===== config.mk =====
export PLATFORM = sky130hd
export DESIGN_NAME = prng_arbiter_flat
export DESIGN_NICKNAME = d
export VERILOG_FILES = /design/src/rtl/prng_arb_pkg.sv /design/src/rtl/prng_arbiter_if.sv /design/src/rtl/prng_rr_arbiter.sv /design/src/rtl/prng_arbiter.sv /design/src/flat_wrapper.sv
export SDC_FILE = /design/constraint.sdc
export NUM_CORES = 1
export LEC_CHECK = 0
export CORE_UTILIZATION = 43
export DETAILED_ROUTE_END_ITERATION = 10
export MAX_ROUTING_LAYER = met4
export PLACE_DENSITY_LB_ADDON = 0.1
export SLEW_MARGIN = 20
export SYNTH_ARGS = -nofsm -noshare
export SYNTH_HDL_FRONTEND = slang
export SYNTH_HIERARCHICAL = 1
export SYNTH_SLANG_ARGS = --single-unit
export TNS_END_PERCENT = 5

===== constraint.sdc =====
create_clock -name clk -period 3.9 [get_ports clk]
set_input_delay 0.975 -clock clk [delete_from_list [all_inputs] [get_ports clk]]
set_output_delay 0.975 -clock clk [all_outputs]
set_load 0.01 [all_outputs]

===== src/rtl/prng_arb_pkg.sv =====
// Shared definitions for the PRNG arbiter: controller state encoding, seed width
// and the counter-width helper.
package prng_arb_pkg;

    localparam int SEED_W = 80;

    localparam logic [2:0] ST_UNSEEDED  = 3'd0;
    localparam logic [2:0] ST_KICK      = 3'd1;
    localparam logic [2:0] ST_WAIT      = 3'd2;
    localparam logic [2:0] ST_SERVE     = 3'd3;
    localparam logic [2:0] ST_NEED_SEED = 3'd4;

    typedef enum logic [2:0] {
        UNSEEDED  = ST_UNSEEDED,
        KICK      = ST_KICK,
        WAIT      = ST_WAIT,
        SERVE     = ST_SERVE,
        NEED_SEED = ST_NEED_SEED
    } arb_state_t;

    // Width needed to hold the value 'period'; never narrower than one bit.
    function automatic int cnt_width(input int period);
        return (period < 1) ? 1 : $clog2(period + 1);
    endfunction

endpackage


===== src/rtl/prng_arbiter_if.sv =====
// Bundle of the seed channel, PRNG wrapper handshake and requester signals
// around prng_arbiter; master is the arbiter side, slave the surroundings.
interface prng_arbiter_if #(
    parameter int RND   = 1,
    parameter int N_REQ = 4
);
    import prng_arb_pkg::*;

    logic              seed_valid;
    logic              seed_ready;
    logic [SEED_W-1:0] seed;
    logic              prng_start_reseed;
    logic [SEED_W-1:0] prng_seed;
    logic              prng_busy;
    logic              prng_out_valid;
    logic              prng_out_ready;
    logic [RND-1:0]    prng_out_rnd;
    logic [N_REQ-1:0]  req;
    logic [N_REQ-1:0]  grant;
    logic [RND-1:0]    rnd_data;
    logic              reseeding;

    modport master (
        input  seed_valid, seed, prng_busy, prng_out_valid, prng_out_rnd, req,
        output seed_ready, prng_start_reseed, prng_seed, prng_out_ready,
               grant, rnd_data, reseeding
    );

    modport slave (
        output seed_valid, seed, prng_busy, prng_out_valid, prng_out_rnd, req,
        input  seed_ready, prng_start_reseed, prng_seed, prng_out_ready,
               grant, rnd_data, reseeding
    );

endinterface


===== src/rtl/prng_rr_arbiter.sv =====
// Combinational rotating-priority picker: grants the first eligible index at or
// after ptr (wrapping) and reports the pointer that follows the winner.
module prng_rr_arbiter #(
    parameter int N_REQ = 4,
    parameter int PTR_W = $clog2(N_REQ)
) (
    input  logic [N_REQ-1:0] eligible,
    input  logic [PTR_W-1:0] ptr,
    input  logic             enable,
    output logic [N_REQ-1:0] grant,
    output logic [PTR_W-1:0] next_ptr
);

    logic             found;
    logic [PTR_W-1:0] idx;

    always_comb begin
        grant    = '0;
        next_ptr = ptr;
        found    = 1'b0;
        idx      = '0;
        for (int k = 0; k < N_REQ; k++) begin
            idx = PTR_W'((int'(ptr) + k) % N_REQ);
            if (enable && !found && eligible[idx]) begin
                found      = 1'b1;
                grant[idx] = 1'b1;
                next_ptr   = PTR_W'((int'(idx) + 1) % N_REQ);
            end
        end
    end

endmodule


===== src/rtl/prng_arbiter.sv =====
// Seeds/reseeds one Trivium PRNG wrapper and shares its output among N_REQ consumers.
// Define PRNG_ARB_ROUND_ROBIN_EN for round-robin; otherwise lowest index wins.
module prng_arbiter
    import prng_arb_pkg::*;
#(
    parameter int RND           = 1,
    parameter int N_REQ         = 4,
    parameter int RESEED_PERIOD = 1024
) (
    input  logic           clk,
    input  logic           rst_n,
    prng_arbiter_if.master bus
);

    localparam int CNT_W = cnt_width(RESEED_PERIOD);
    localparam int PTR_W = $clog2(N_REQ);
    localparam logic [CNT_W-1:0] PERIOD_C = CNT_W'(RESEED_PERIOD);

    arb_state_t        state_q, state_d;
    logic              kick_q;
    logic [SEED_W-1:0] seed_q;
    logic [CNT_W-1:0]  cnt_q;
    logic [CNT_W-1:0]  cnt_inc;
    logic [N_REQ-1:0]  eligible;
    logic [N_REQ-1:0]  grant;
    logic [PTR_W-1:0]  ptr_q;
    logic              serving;
    logic              xfer;
    logic              last_xfer;
    logic              seed_ready;
    logic              seed_take;

    assign serving   = (state_q == SERVE);
    assign eligible  = bus.req & {N_REQ{bus.prng_out_valid}};
    assign xfer      = |grant;
    assign cnt_inc   = cnt_q + CNT_W'(1);
    assign last_xfer = (RESEED_PERIOD != 0) && xfer && (cnt_inc == PERIOD_C);
    assign seed_take = seed_ready && bus.seed_valid;

`ifdef PRNG_ARB_ROUND_ROBIN_EN
    logic [PTR_W-1:0] ptr_next;

    prng_rr_arbiter #(.N_REQ(N_REQ), .PTR_W(PTR_W)) u_pick (
        .eligible (eligible),
        .ptr      (ptr_q),
        .enable   (serving),
        .grant    (grant),
        .next_ptr (ptr_next)
    );

    // The pointer only moves on an actual transfer, so valid gaps keep the turn.
    always_ff @(posedge clk or negedge rst_n) begin
        if (!rst_n) begin
            ptr_q <= '0;
        end else if (xfer) begin
            ptr_q <= ptr_next;
        end
    end
`else
    logic [PTR_W-1:0] unused_ptr_next;

    // A search that always starts at index 0 is plain fixed priority.
    assign ptr_q = '0;

    prng_rr_arbiter #(.N_REQ(N_REQ), .PTR_W(PTR_W)) u_pick (
        .eligible (eligible),
        .ptr      (ptr_q),
        .enable   (serving),
        .grant    (grant),
        .next_ptr (unused_ptr_next)
    );
`endif

    always_comb begin
        state_d    = state_q;
        seed_ready = 1'b0;
        case (state_q)
            UNSEEDED, NEED_SEED: begin
                seed_ready = 1'b1;
                if (bus.seed_valid) state_d = KICK;
            end
            KICK:    state_d = WAIT;
            // The pulse cycle itself never exits: the wrapper has not reacted yet.
            WAIT:    if (!kick_q && !bus.prng_busy && bus.prng_out_valid) state_d = SERVE;
            SERVE:   if (last_xfer) state_d = NEED_SEED;
            default: state_d = UNSEEDED;
        endcase
    end

    always_ff @(posedge clk or negedge rst_n) begin
        if (!rst_n) begin
            state_q <= UNSEEDED;
            kick_q  <= 1'b0;
            seed_q  <= '0;
            cnt_q   <= '0;
        end else begin
            state_q <= state_d;
            kick_q  <= (state_q == KICK);
            if (seed_take) seed_q <= bus.seed;
            if (state_d == KICK) begin
                cnt_q <= '0;
            end else if (xfer && (RESEED_PERIOD != 0)) begin
                cnt_q <= cnt_inc;
            end
        end
    end

    assign bus.seed_ready        = seed_ready;
    assign bus.prng_start_reseed = kick_q;
    assign bus.prng_seed         = seed_q;
    assign bus.prng_out_ready    = xfer;
    assign bus.grant             = grant;
    assign bus.rnd_data          = bus.prng_out_rnd;
    assign bus.reseeding         = !serving;

endmodule


===== src/flat_wrapper.sv =====
// flat-port wrapper written by rule: the top's interface ports become plain ports
module prng_arbiter_flat import prng_arb_pkg::*;
#(
    parameter int RND           = 1,
    parameter int N_REQ         = 4,
    parameter int RESEED_PERIOD = 1024
)
  (clk, rst_n, bus_seed_valid, bus_seed, bus_prng_busy, bus_prng_out_valid, bus_prng_out_rnd, bus_req, bus_seed_ready, bus_prng_start_reseed, bus_prng_seed, bus_prng_out_ready, bus_grant, bus_rnd_data, bus_reseeding);
  prng_arbiter_if #(.RND(RND), .N_REQ(N_REQ)) bus_i ();
  input  logic clk;
  input  logic rst_n;
  input wire logic [$bits(bus_i.seed_valid)-1:0] bus_seed_valid;
  input wire logic [$bits(bus_i.seed)-1:0] bus_seed;
  input wire logic [$bits(bus_i.prng_busy)-1:0] bus_prng_busy;
  input wire logic [$bits(bus_i.prng_out_valid)-1:0] bus_prng_out_valid;
  input wire logic [$bits(bus_i.prng_out_rnd)-1:0] bus_prng_out_rnd;
  input wire logic [$bits(bus_i.req)-1:0] bus_req;
  output wire logic [$bits(bus_i.seed_ready)-1:0] bus_seed_ready;
  output wire logic [$bits(bus_i.prng_start_reseed)-1:0] bus_prng_start_reseed;
  output wire logic [$bits(bus_i.prng_seed)-1:0] bus_prng_seed;
  output wire logic [$bits(bus_i.prng_out_ready)-1:0] bus_prng_out_ready;
  output wire logic [$bits(bus_i.grant)-1:0] bus_grant;
  output wire logic [$bits(bus_i.rnd_data)-1:0] bus_rnd_data;
  output wire logic [$bits(bus_i.reseeding)-1:0] bus_reseeding;
  assign bus_i.seed_valid = bus_seed_valid;
  assign bus_i.seed = bus_seed;
  assign bus_i.prng_busy = bus_prng_busy;
  assign bus_i.prng_out_valid = bus_prng_out_valid;
  assign bus_i.prng_out_rnd = bus_prng_out_rnd;
  assign bus_i.req = bus_req;
  assign bus_seed_ready = bus_i.seed_ready;
  assign bus_prng_start_reseed = bus_i.prng_start_reseed;
  assign bus_prng_seed = bus_i.prng_seed;
  assign bus_prng_out_ready = bus_i.prng_out_ready;
  assign bus_grant = bus_i.grant;
  assign bus_rnd_data = bus_i.rnd_data;
  assign bus_reseeding = bus_i.reseeding;
  prng_arbiter #(.RND(RND), .N_REQ(N_REQ), .RESEED_PERIOD(RESEED_PERIOD)) u_core (.clk(clk), .rst_n(rst_n), .bus(bus_i));
endmodule

==> results of run 1 <==
-- stage by stage --
stage / power, mW / setup WS [ns] / TNS (ns) / instances / hold slack (ns)
floorplan: 1.39 / 0.133 / 0 / 315 / 0.445
global placement: 1.64 / -0.622 / -2.49 / 622 / 0.476
detailed placement: 1.66 / -0.729 / -3.34 / 622 / 0.483
CTS: 2.25 / -0.00199 / -0.00199 / 644 / 0.489
global route: 2.37 / 0.120 / 0 / 648 / 0.510
finish: 2.25 / 0.190 / 0 / 648 / 0.485
-- sequential cells by signal, summed over array words and instances, names as in the netlist --
name / count
u_core/state_q: 3
u_core/cnt_q: 11
u_core/bus.prng_seed: 80
u_core/bus.prng_start_reseed: 1
-- power groups by stage --
stage               clock [mW]  sequential, mW  combinational (mW)
floorplan                    0            1.17               0.225
global placement             0            1.16               0.484
detailed placement           0            1.16               0.493
CTS                      0.602            1.15               0.507
global route             0.644            1.16               0.562
finish                   0.583            1.15               0.517
-- what timing repair did --
| action | 4_1_cts | 5_1_grt |
|---|---|---|
| setup buffers | 6 | 4 |
| setup endpoints to repair | 5 | 5 |
| gates resized for setup | 27 | 13 |
| pin swaps | 3 | 4 |
-- per-layer routing --
| metal | up-vias | wire, um | share of wire [%] | global-route usage (%) |
|---|---|---|---|---|
| li1 | 1479 | - | - | - |
| met1 | 1570 | 4190 | 42 | 24.9 |
| met2 | 116 | 4780 | 49 | 32.6 |
| met3 | 13 | 688 | 7.0 | 4.97 |
| met4 | 0 | 199 | 2.0 | 8.81 |
| met5 | - | 0 | 0 | - |
-- cell usage in the layout, fill, tap and decap left out, drive strengths merged --
cell type / n
mux4: 4
xor2: 5
o21ai: 9
conb: 12
nor3: 4
nor2b: 3
nand3: 3
clkdlybuf4s50: 166
a211o: 1
nand4: 4
a311o: 1
clkbuf: 12
o211ai: 1
nor4: 6
nor4b: 1
buf: 28
nand2b: 1
inv: 7
a22oi: 8
a32o: 1
or2: 1
nand2: 11
and2: 4
a21oi: 4
ha: 10
o31a: 1
nor2: 12
and3: 1
xnor2: 5
clkinv: 3
o2bb2ai: 1
mux2: 80
dlymetal6s2s: 4
dfrtp: 95
a31oi: 1
clkinvlp: 2
nor3b: 1
or3: 2
-- layout make-up --
cell class / instances / area [um2]
clock buffers: 11 / 141
clock inverters: 5 / 33.8
fillers: 752 / 3130
inverters: 7 / 26.3
multi-input cells: 198 / 1860
flip-flops and latches: 95 / 2380
well taps: 133 / 166
repair buffers: 199 / 1940
-- final timing paths --
kind / from / to / slack (ns) / depth (start not counted)
max: bus_req[2] / bus_prng_out_ready / 0.19 / 9
min: u_core/state_q[2] / u_core/bus.prng_start_reseed / 0.48 / 1
max reg2reg: u_core/state_q[1] / u_core/cnt_q[10] / 1.29 / 13
min reg2reg: u_core/state_q[2] / u_core/bus.prng_start_reseed / 0.48 / 1
max in group asynchronous: rst_n / u_core/cnt_q[6] / 2.47 / 2
min in group asynchronous: rst_n / u_core/bus.prng_seed[38] / 0.66 / 1
==> out/results.txt, run 1 <==
total power divided by cell area - 343 nW/um2
drt via density - 4.90
first-pass GRT wire length - 15.7 mm
port bufs - 176
CP Class - input pin to output port
Max H-tree Level - 3
Finished Cell Area - 6550 um2
WP data arrival - 2.73 ns
Clock Sinks - 95
# IOs - 179
largest net degree at the start of global routing - 79
share of layout cells above drive strength 1 - 30.3%
Clk pin slew, worst setup/hold paths - 0.09 ns
Die ar. - 10300 um2
CP Max Fanout - 2
Area after DPL - 6260 um2
Detail Route Antenna Nets - 0
GRT Total Usage - 20.5%
Synth warnings - 6
initial antenna violation count - 0
die height - 102 um
worst-margin pin slew - 0.711 ns
Final min period - 3.71 ns
Power Internal - 1.61 mW
GPL Wtd Cong - 0.848
Seq pwr share - 51.1%
WL/cell - 15.2 um
drt total wl - 9.86 mm
Crit path largest cell delay - 0.47 ns
Mapped Area - 4280 um2
MaxCap Viol Count - 0
Initial Utilization - 44.2%
RSZ-0062 raised after global routing - no
Longest Clk Path Bufs - 2
worst hold path type - flip-flop to flip-flop
clock tree root buffer cell - clkbuf_8
Worst path top cell family by delay - simple AND/OR/NAND/NOR gates
final hold vios - 0
DRC - 0
Slew HR - 52.6%
number of global-route vias before repair - 3256
Crit path required time - 2.92 ns
fin crit share - 95.1%
Antenna Cells - 0
Synth Instances - 304
Max Freq - 270 MHz
die width - 102 um
CTS tree - done
Clock Skews - 0.00836 ns
CTS Buf Count - 9
grt total ovfl - 0
crit path buf inv count - 3
LEAKAGE - 2.85 nW
row count - 36
status - complete, no violations
Net Sw Frac - 28.2%
clock power share - 25.9%
DP HPWL - 7.04 mm
core area - 9680 um2
area grow syn2layout - 53.2%
final setup vio count - 0
syn_area_per_cell - 14.1 um2
net switching power - 0.634 mW
Critical-path top delay cell - mux4_2
Slew Limit Fails - 0
Peak supply drop - 0.174 mV
TritonRoute pass-1 iters - 6
DR vias - 3178
critical path cell sequence - dlymetal6s2s_1 > and2_4 > mux4_2 > and3_4 > a22oi_2 > o21ai_2 > nor4_4 > inv_1 > buf_2
Layout Nets - 610
Worst setup SP type - input pin
Util after Layout - 67.6%
1st-iter DRT viols - 105
combinational power share - 23.0%
Clock Latency Late Sink - 0.35 ns
crit path capture type - output port
CTS hold repair buffers - 0
Note: power is estimated with default switching activity, not from simulation.
==> inputs of run 2 (changes only) <==
- CTS_CLUSTER_DIAMETER: not set -> 100
- clock period: 3.9 -> 3.75 ns (I/O delays scaled with it)
==> out/results.txt, run 2 (synthesis gave the netlist of run 1 again) <==
Clock Sinks - 95
drt via density - 4.91
fin crit share - 97.6%
RSZ-0062 raised after global routing - no
core area - 9680 um2
number of global-route vias before repair - 3475
Max H-tree Level - 3
status - complete, no violations
CTS Buf Count - 9
most frequent cells in the layout - clkdlybuf4s50_1 (165), dfrtp_1 (95), mux2_2 (80)
initial antenna violation count - 0
Die ar. - 10300 um2
LEAKAGE - 2.93 nW
Crit path required time - 2.81 ns
Multi-input gate area - 1880 um2
largest net degree at the start of global routing - 60
grt total ovfl - 0
worst-margin pin slew - 0.645 ns
clock tree root buffer cell - clkbuf_8
CP Max Fanout - 3
row count - 36
max reg flops - 80
final setup vio count - 0
Slew HR - 57.0%
placed insts - 621
Antenna Cells - 0
port bufs - 176
cell seen most often among critical-path stages - buf_4
Worst setup SP type - input pin
Fillers - 739
Crit path largest cell delay - 0.50 ns
Critical-path top delay cell - mux4_2
die height - 102 um
hold slack final - 0.510 ns
1st-iter DRT viols - 117
Longest Clk Path Bufs - 2
Layout Nets - 620
Slew Limit Fails - 0
Max Freq - 273 MHz
final hold vios - 0
Clk pin slew, worst setup/hold paths - 0.09 ns
TritonRoute pass-1 iters - 4
first-pass GRT wire length - 16.6 mm
crit path capture type - output port
WL/cell - 15.9 um
die width - 102 um
MaxCap Viol Count - 0
Initial Utilization - 44.2%
share of layout cells above drive strength 1 - 31.8%
Util after Layout - 69.1%
drt total wl - 10.5 mm
CP Class - input pin to output port
GRT Total Usage - 21.8%
DRC - 0
area grow syn2layout - 56.6%
Clock Latency Late Sink - 0.35 ns
commonest non-fill, non-tap cell in the layout - clkdlybuf4s50_1
Final min period - 3.66 ns
non-filler cells in the finished layout - 658
worst hold path type - flip-flop to flip-flop
Hold Path Stages - 1
DR vias - 3229
critical path cell sequence - dlymetal6s2s_1 > and2_4 > mux4_2 > buf_4 > nor4_4 > a22oi_2 > o21ai_2 > buf_4 > buf_4 > buf_6
# IOs - 179
total chip power - 2.46 mW
DP HPWL - 7.42 mm
register area - 2380 um2
total power divided by cell area - 367 nW/um2
Clock Skews - 0.0115 ns
GPL Wtd Cong - 0.776
Peak supply drop - 0.225 mV
R2R cell count - 19
Detail Route Antenna Nets - 0
CTS tree - done
WP data arrival - 2.72 ns
==> run 2: changes by cell type in the layout (fill, tap and decap cells not counted), moves of 2 or more <==
| cell | change |
|---|---|
| buf_6 | +3 |
| buf_2 | -2 |
| clkinv_2 | -2 |
| buf_4 | +7 |
| clkinvlp_4 | -2 |
| clkbuf_1 | +2 |
==> run 2: worst paths after layout <==
check / startpoint / to / slack [ns]
setup / recovery: bus_req[1] / bus_grant[3] / 0.09
hold / removal: u_core/state_q[2] / u_core/bus.prng_start_reseed / 0.51
setup reg to reg: u_core/state_q[1] / u_core/state_q[1] / 0.77
hold reg to reg: u_core/state_q[2] / u_core/bus.prng_start_reseed / 0.51
max in group asynchronous: rst_n / u_core/bus.prng_seed[25] / 2.46
min in group asynchronous: rst_n / u_core/bus.prng_seed[35] / 0.59
==> run 2: routing by layer <==
layer | global-route usage, % | wire length [um]
met5 | - | 0
met4 | 9.03 | 243
met3 | 4.49 | 580
met1 | 25.7 | 4380
met2 | 36.4 | 5290
==> run 2: final cells by class <==
class / count / area share, %
clock buffers: 14 / 2.43
multi-input cells: 198 / 28.0
flip-flops and latches: 95 / 35.5
well taps: 133 / 2.49
clock inverters: 2 / 0.579
repair buffers: 209 / 30.6
inverters: 7 / 0.392
==> run 2: through the flow <==
stage | instance area, um2 | TNS [ns] | setup slack, ns
after floorplan | 4320 | 0 | 0.0581
after global placement | 6270 | -3.17 | -0.692
after detailed placement | 6270 | -5.07 | -0.849
after CTS | 6650 | -0.431 | -0.103
after global routing | 6700 | 0 | 0.0274
final | 6700 | 0 | 0.0909
==> run 2: report_power, final <==
| group | internal [mW] | switching [mW] | total [mW] |
|---|---|---|---|
| clock | 0.348 | 0.335 | 0.683 |
| sequential | 1.10 | 0.0879 | 1.19 |
| combinational | 0.346 | 0.236 | 0.582 |
==> run 2: what timing repair did <==
action                                  4_1_cts  5_1_grt
endpoints found under the setup margin        5       12
hold buffers                                  0        0
setup buffers                                17        5
pin swaps                                     8        9
resized for setup                            41       10
==> run 2: critical path, delay by kind of cell <==
kind,cells,cell delay (ns)
and+or+nand+nor,2,0.47
AOI/OAI and AO/OA,2,0.20
muxes,1,0.50
buffers and inverters,5,0.61
